<file path="src/rtl/dec_scan_ctrl.sv">
// Registered one-hot decoder with handshaked DIRECT mode and a dwell-timed SCAN sequencer.
// Optional macro DEC_BLANK_EN inserts a one-cycle all-zero blank on every scan step.
module dec_scan_ctrl #(
    parameter int   ADDR_W  = 5,
    parameter int   DWELL_W = 8,
    localparam int  OUT_W   = 1 << ADDR_W
) (
    input  logic               clk,
    input  logic               rst_n,
    input  logic               en,
    input  logic               mode,
    input  logic [ADDR_W-1:0]  addr_in,
    input  logic               addr_vld,
    output logic               addr_rdy,
    input  logic [ADDR_W-1:0]  last_addr,
    input  logic [DWELL_W-1:0] dwell,
    output logic [OUT_W-1:0]   dec_out,
    output logic [ADDR_W-1:0]  cur_addr,
    output logic               step_pulse,
    output logic               wrap_pulse
);

    localparam logic [ADDR_W-1:0]  ADDR_ONE  = ADDR_W'(1);
    localparam logic [DWELL_W-1:0] DWELL_ONE = DWELL_W'(1);

    typedef enum logic [1:0] {
        ST_IDLE       = 2'd0,
        ST_DIRECT     = 2'd1,
`ifdef DEC_BLANK_EN
        ST_SCAN_BLANK = 2'd3,
`endif
        ST_SCAN_HOLD  = 2'd2
    } state_t;

    state_t             state_r;
    logic [DWELL_W-1:0] cnt_r;
    logic [ADDR_W-1:0]  next_addr_s;
    logic               wrap_s;
`ifdef DEC_BLANK_EN
    logic               wrap_pend_r;
`endif

    function automatic logic [OUT_W-1:0] onehot(input logic [ADDR_W-1:0] a);
        onehot = {{(OUT_W-1){1'b0}}, 1'b1} << a;
    endfunction

    // Next scan address; >= also catches last_addr lowered below cur_addr mid-scan.
    always_comb begin
        wrap_s = (cur_addr >= last_addr);
        if (wrap_s) begin
            next_addr_s = '0;
        end else begin
            next_addr_s = cur_addr + ADDR_ONE;
        end
    end

    // Mode FSM with all outputs registered.
    always_ff @(posedge clk) begin
        if (!rst_n) begin
            state_r    <= ST_IDLE;
            cnt_r      <= '0;
            dec_out    <= '0;
            cur_addr   <= '0;
            addr_rdy   <= 1'b0;
            step_pulse <= 1'b0;
            wrap_pulse <= 1'b0;
`ifdef DEC_BLANK_EN
            wrap_pend_r <= 1'b0;
`endif
        end else begin
            step_pulse <= 1'b0;
            wrap_pulse <= 1'b0;
            if (!en) begin
                state_r  <= ST_IDLE;
                dec_out  <= '0;
                addr_rdy <= 1'b0;
            end else begin
                case (state_r)
                    ST_IDLE: begin
                        if (mode) begin
                            state_r    <= ST_SCAN_HOLD;
                            cur_addr   <= '0;
                            dec_out    <= onehot('0);
                            cnt_r      <= dwell;
                            step_pulse <= 1'b1;
                            addr_rdy   <= 1'b0;
                        end else begin
                            state_r  <= ST_DIRECT;
                            dec_out  <= '0;
                            addr_rdy <= 1'b1;
                        end
                    end
                    ST_DIRECT: begin
                        if (mode) begin
                            state_r  <= ST_IDLE;
                            dec_out  <= '0;
                            addr_rdy <= 1'b0;
                        end else begin
                            addr_rdy <= 1'b1;
                            if (addr_vld && addr_rdy) begin
                                dec_out  <= onehot(addr_in);
                                cur_addr <= addr_in;
                            end else begin
                                dec_out  <= dec_out;
                            end
                        end
                    end
                    ST_SCAN_HOLD: begin
                        if (!mode) begin
                            state_r  <= ST_IDLE;
                            dec_out  <= '0;
                            addr_rdy <= 1'b0;
                        end else if (cnt_r == '0) begin
                            cur_addr <= next_addr_s;
                            cnt_r    <= dwell;
`ifdef DEC_BLANK_EN
                            state_r     <= ST_SCAN_BLANK;
                            dec_out     <= '0;
                            wrap_pend_r <= wrap_s;
`else
                            dec_out    <= onehot(next_addr_s);
                            step_pulse <= 1'b1;
                            wrap_pulse <= wrap_s;
`endif
                        end else begin
                            cnt_r <= cnt_r - DWELL_ONE;
                        end
                    end
`ifdef DEC_BLANK_EN
                    // Blank cycle: cur_addr already advanced, select lights on the next edge.
                    ST_SCAN_BLANK: begin
                        if (!mode) begin
                            state_r  <= ST_IDLE;
                            dec_out  <= '0;
                            addr_rdy <= 1'b0;
                        end else begin
                            state_r    <= ST_SCAN_HOLD;
                            dec_out    <= onehot(cur_addr);
                            step_pulse <= 1'b1;
                            wrap_pulse <= wrap_pend_r;
                        end
                    end
`endif
                    default: begin
                        state_r  <= ST_IDLE;
                        dec_out  <= '0;
                        addr_rdy <= 1'b0;
                    end
                endcase
            end
        end
    end

endmodule

</file>
<file path="config.mk">
export PLATFORM = sky130hd
export DESIGN_NAME = dec_scan_ctrl
export DESIGN_NICKNAME = d
export VERILOG_FILES = /design/src/rtl/dec_scan_ctrl.sv
export SDC_FILE = /design/constraint.sdc
export NUM_CORES = 1
export LEC_CHECK = 0
export BUFFER_PORTS_ARGS = -buffer_cell sky130_fd_sc_hd__buf_2
export CAP_MARGIN = 30
export CORE_ASPECT_RATIO = 0.6
export CORE_MARGIN = 4
export CORE_UTILIZATION = 51
export DETAILED_ROUTE_END_ITERATION = 8
export PLACE_DENSITY = 0.75
export SLEW_MARGIN = 20
export SYNTH_ARGS = -nofsm -noshare
export SYNTH_HDL_FRONTEND = slang
export SYNTH_SLANG_ARGS = --single-unit
</file>
<file path="constraint.sdc">
create_clock -name clk -period 3.74 [get_ports clk]
set_input_delay 0.561 -clock clk [delete_from_list [all_inputs] [get_ports clk]]
set_output_delay 0.561 -clock clk [all_outputs]
set_load 0.02 [all_outputs]
</file>
==> flow_summary_export.csv <==
group,metric,value,unit
power,powerDensity,314.0,nW/um^2
critical_path,end_kind,"register",
global_routing,overflow,0,
floorplan,die_h,68.77,um
synthesis,synth_warnings,0,
clock_network,cts_tree,"built",
global_routing,track_usage,25.66,%
drt,drc,0,
clock_network,cts_root_buffer,"clkbuf_8",
critical_path,path_class,"register to register",
placement,portBuffers,62,
power,ir_worst_vdd,0.0001657,V
status,status,"finished, final reports clean",
synthesis,ys.flop_type,"dfxtp_1",
synthesis,synth-seq-cells,50,
synthesis,avgSynthCellArea,7.583,um^2
synthesis,synth.distinct_cells,66,
drt,ant_nets,0,
sta,setup_tns,0,ns
clock_network,clk_path_buf_depth,2,
finish,nets,493,
finish,synthToLayoutAreaGrowth,13.15,%
drt,routed_wl,9384,um
drt,firstDrtPassIters,5,
floorplan,io_pins,63,
critical_path,critPathArrivalTime,2.86,ns
sta,period_share,71.58,%
clock_network,postCtsSetupRepairBufs,0,
critical_path,critPathMaxFanout,17,
synthesis,syn_area,3139,um^2
drt,vias,3366,
global_routing,grt_pass1_vias,2856,
synthesis,synthCells,414,
sta,finalWorstSetupSlack,1.063,ns
power,p_leak,0.001437,uW
power,p_sw,312.3,uW
worst_hold_path,hp-class,"register to register",
floorplan,core_area,5754,um^2
critical_path,cp.required,3.93,ns
power,clkPwrFrac,34.3,%
floorplan,start_util,54.56,%
floorplan,fp-row-count,21,
sta,setup_viol,0,
clock_network,htree_levels,2,
power,p_int,803.0,uW
flow_run,maxCapViolations,0,
drt,wl_per_cell,17.38,um
global_routing,antenna_found_initial,0,
finish,drive_gt1_share,19.35,%
clock_network,clkSlewWorstSetupHoldPaths,0.10,ns
critical_path,cp-start-kind,"register",
sta,final_max_slew_viol_count,0,
power,pwr-share-comb,15.8,%
finish,diodes,0,
drt,drt_iter0_drc,348,
clock_network,cts_resized,0,
placement,hpwl,7107,um
sta,fin_crit,2.677,ns
placement,routabilityCongestion,0.9837,
global_routing,grt_pass1_wl,15050,um
drt,via_per_inst,6.233,
synthesis,synthArstFlopShare,0,%
placement,preCtsSetupSlack,0.8256,ns
synthesis,syn-num-nets,448,
sta,clock_skew,0.01222,ns
power,swShare,28.00,%
sta,tightestPinTransition,0.7713,ns
finish,finalCoreUtilization,61.73,%
synthesis,synth_edf_count,0,
clock_network,holdBufCountCts,0,
synthesis,synth_seq_area_share,31.89,%
clock_network,clk_latency,0.31,ns
floorplan,die_w,109.3,um
clock_network,cts.sinks,50,
sta,hold_slack,0.4598,ns
clock_network,cts_buffers,5,
sta,rsz0062_at_grt,"no",
power,power_frac_seq,49.9,%
sta,hold_viol_final,0,
sta,slew_headroom,48.58,%
floorplan,dieArea,7516,um^2
sta,fmax,0.3736,GHz
global_routing,grt_max_degree,20,
## layout make-up
class / count / area [um^2]
fill: 538 / 2202
multi-input combinational: 323 / 1956
sequential: 50 / 1001
timing repair buffer: 66 / 340.3
tap: 80 / 100.1
clock buffer: 7 / 76.32
inverter: 13 / 48.80
clock inverter: 1 / 30.03
## stage by stage
step                      instance area, um^2  instances  power, uW
after global placement                   3443        532      735.7
after detailed placement                 3443        532      739.1
after CTS                                3550        540       1113
after floorplan                          3139        414      691.9
after global routing                     3552        540       1153
final                                    3552        540       1115
## worst paths after layout
kind / start / to / slack, ns / cells after the start
setup reg to reg: cnt_r[0] / dec_out[23] / 1.06 / 8
setup / recovery: cnt_r[0] / dec_out[23] / 1.06 / 8
hold reg to reg: dec_out[28] / dec_out[28] / 0.46 / 2
hold / removal: dec_out[28] / dec_out[28] / 0.46 / 2
## state kept, by name (all words and copies together), names as in the netlist
signal / flops
cur_addr: 5
cnt_r: 8
wrap_pulse: 1
step_pulse: 1
addr_rdy: 1
dec_out: 32
state_r: 2
## Yosys cell counts, drive strengths merged, types with 4 or more instances
cell type | n | share of area, %
nand2 | 51 | 6.2
dfxtp | 50 | 32
nor2 | 41 | 4.9
o21ai | 34 | 5.8
a31oi | 24 | 4.8
a21oi | 23 | 3.7
nor3 | 19 | 3.0
clkbuf | 15 | 1.8
nand3 | 15 | 2.9
buf | 13 | 2.6
inv | 13 | 1.6
ha | 11 | 4.4
a32oi | 8 | 2.2
a21boi | 6 | 1.4
a311oi | 6 | 1.7
and2 | 6 | 1.2
and3 | 6 | 1.2
nand2b | 6 | 1.2
a211oi | 5 | 1.4
o31ai | 5 | 1.2
or2 | 5 | 1.0
or3 | 4 | 0.80
## worst max-delay path, stage by stage (launching register included)
cell	delay [ns]
dfxtp_1	0.35
inv_1	0.06
ha_1	0.19
nor3b_2	0.46
a211oi_2	0.19
nor2_2	0.59
buf_4	0.31
a21o_1	0.30
nor3_1	0.09
## cell families (layout without fill, tap and decap cells)
logic type	count (synthesis)	count (layout)	synth area share [%]
AO/OA/AOI/OAI	132	132	28.14
buffers and inverters	41	87	5.898
adder cells (fa/ha/maj)	11	11	4.384
flip-flops	50	50	31.89
AND/OR/NAND/NOR	177	177	28.86
XOR/XNOR	3	3	0.8371
## layout by cell type (no fill, tap or decap), types with 8 or more instances in the layout
master,instances
inv_1,12
a21oi_1,23
nor3_1,19
o21ai_1,20
o21ai_0,13
buf_2,62
nand2_1,50
dfxtp_1,50
a31oi_1,24
nand3_1,13
nor2_1,40
ha_1,11
a32oi_1,8
## layer usage
layer | part of all wire, % | wire length [um] | up-vias | GRT usage [%]
met3 | 13 | 1253 | 25 | 7.256
li1 | - | - | 1604 | -
met2 | 37 | 3512 | 231 | 33.33
met1 | 48 | 4472 | 1506 | 40.71
met5 | 0 | 0 | - | 0
met4 | 1.6 | 146 | 0 | 4.977
## power groups by stage
stage	clock [uW]	combinational, uW	sequential, uW
2_1_floorplan	0	123	569
3_3_place_gp	0	169	567
3_5_place_dp	0	171	568
4_1_cts	386	172	556
5_1_grt	400	196	558
6_report	383	177	556
Power figures use the tool's default switching activity.
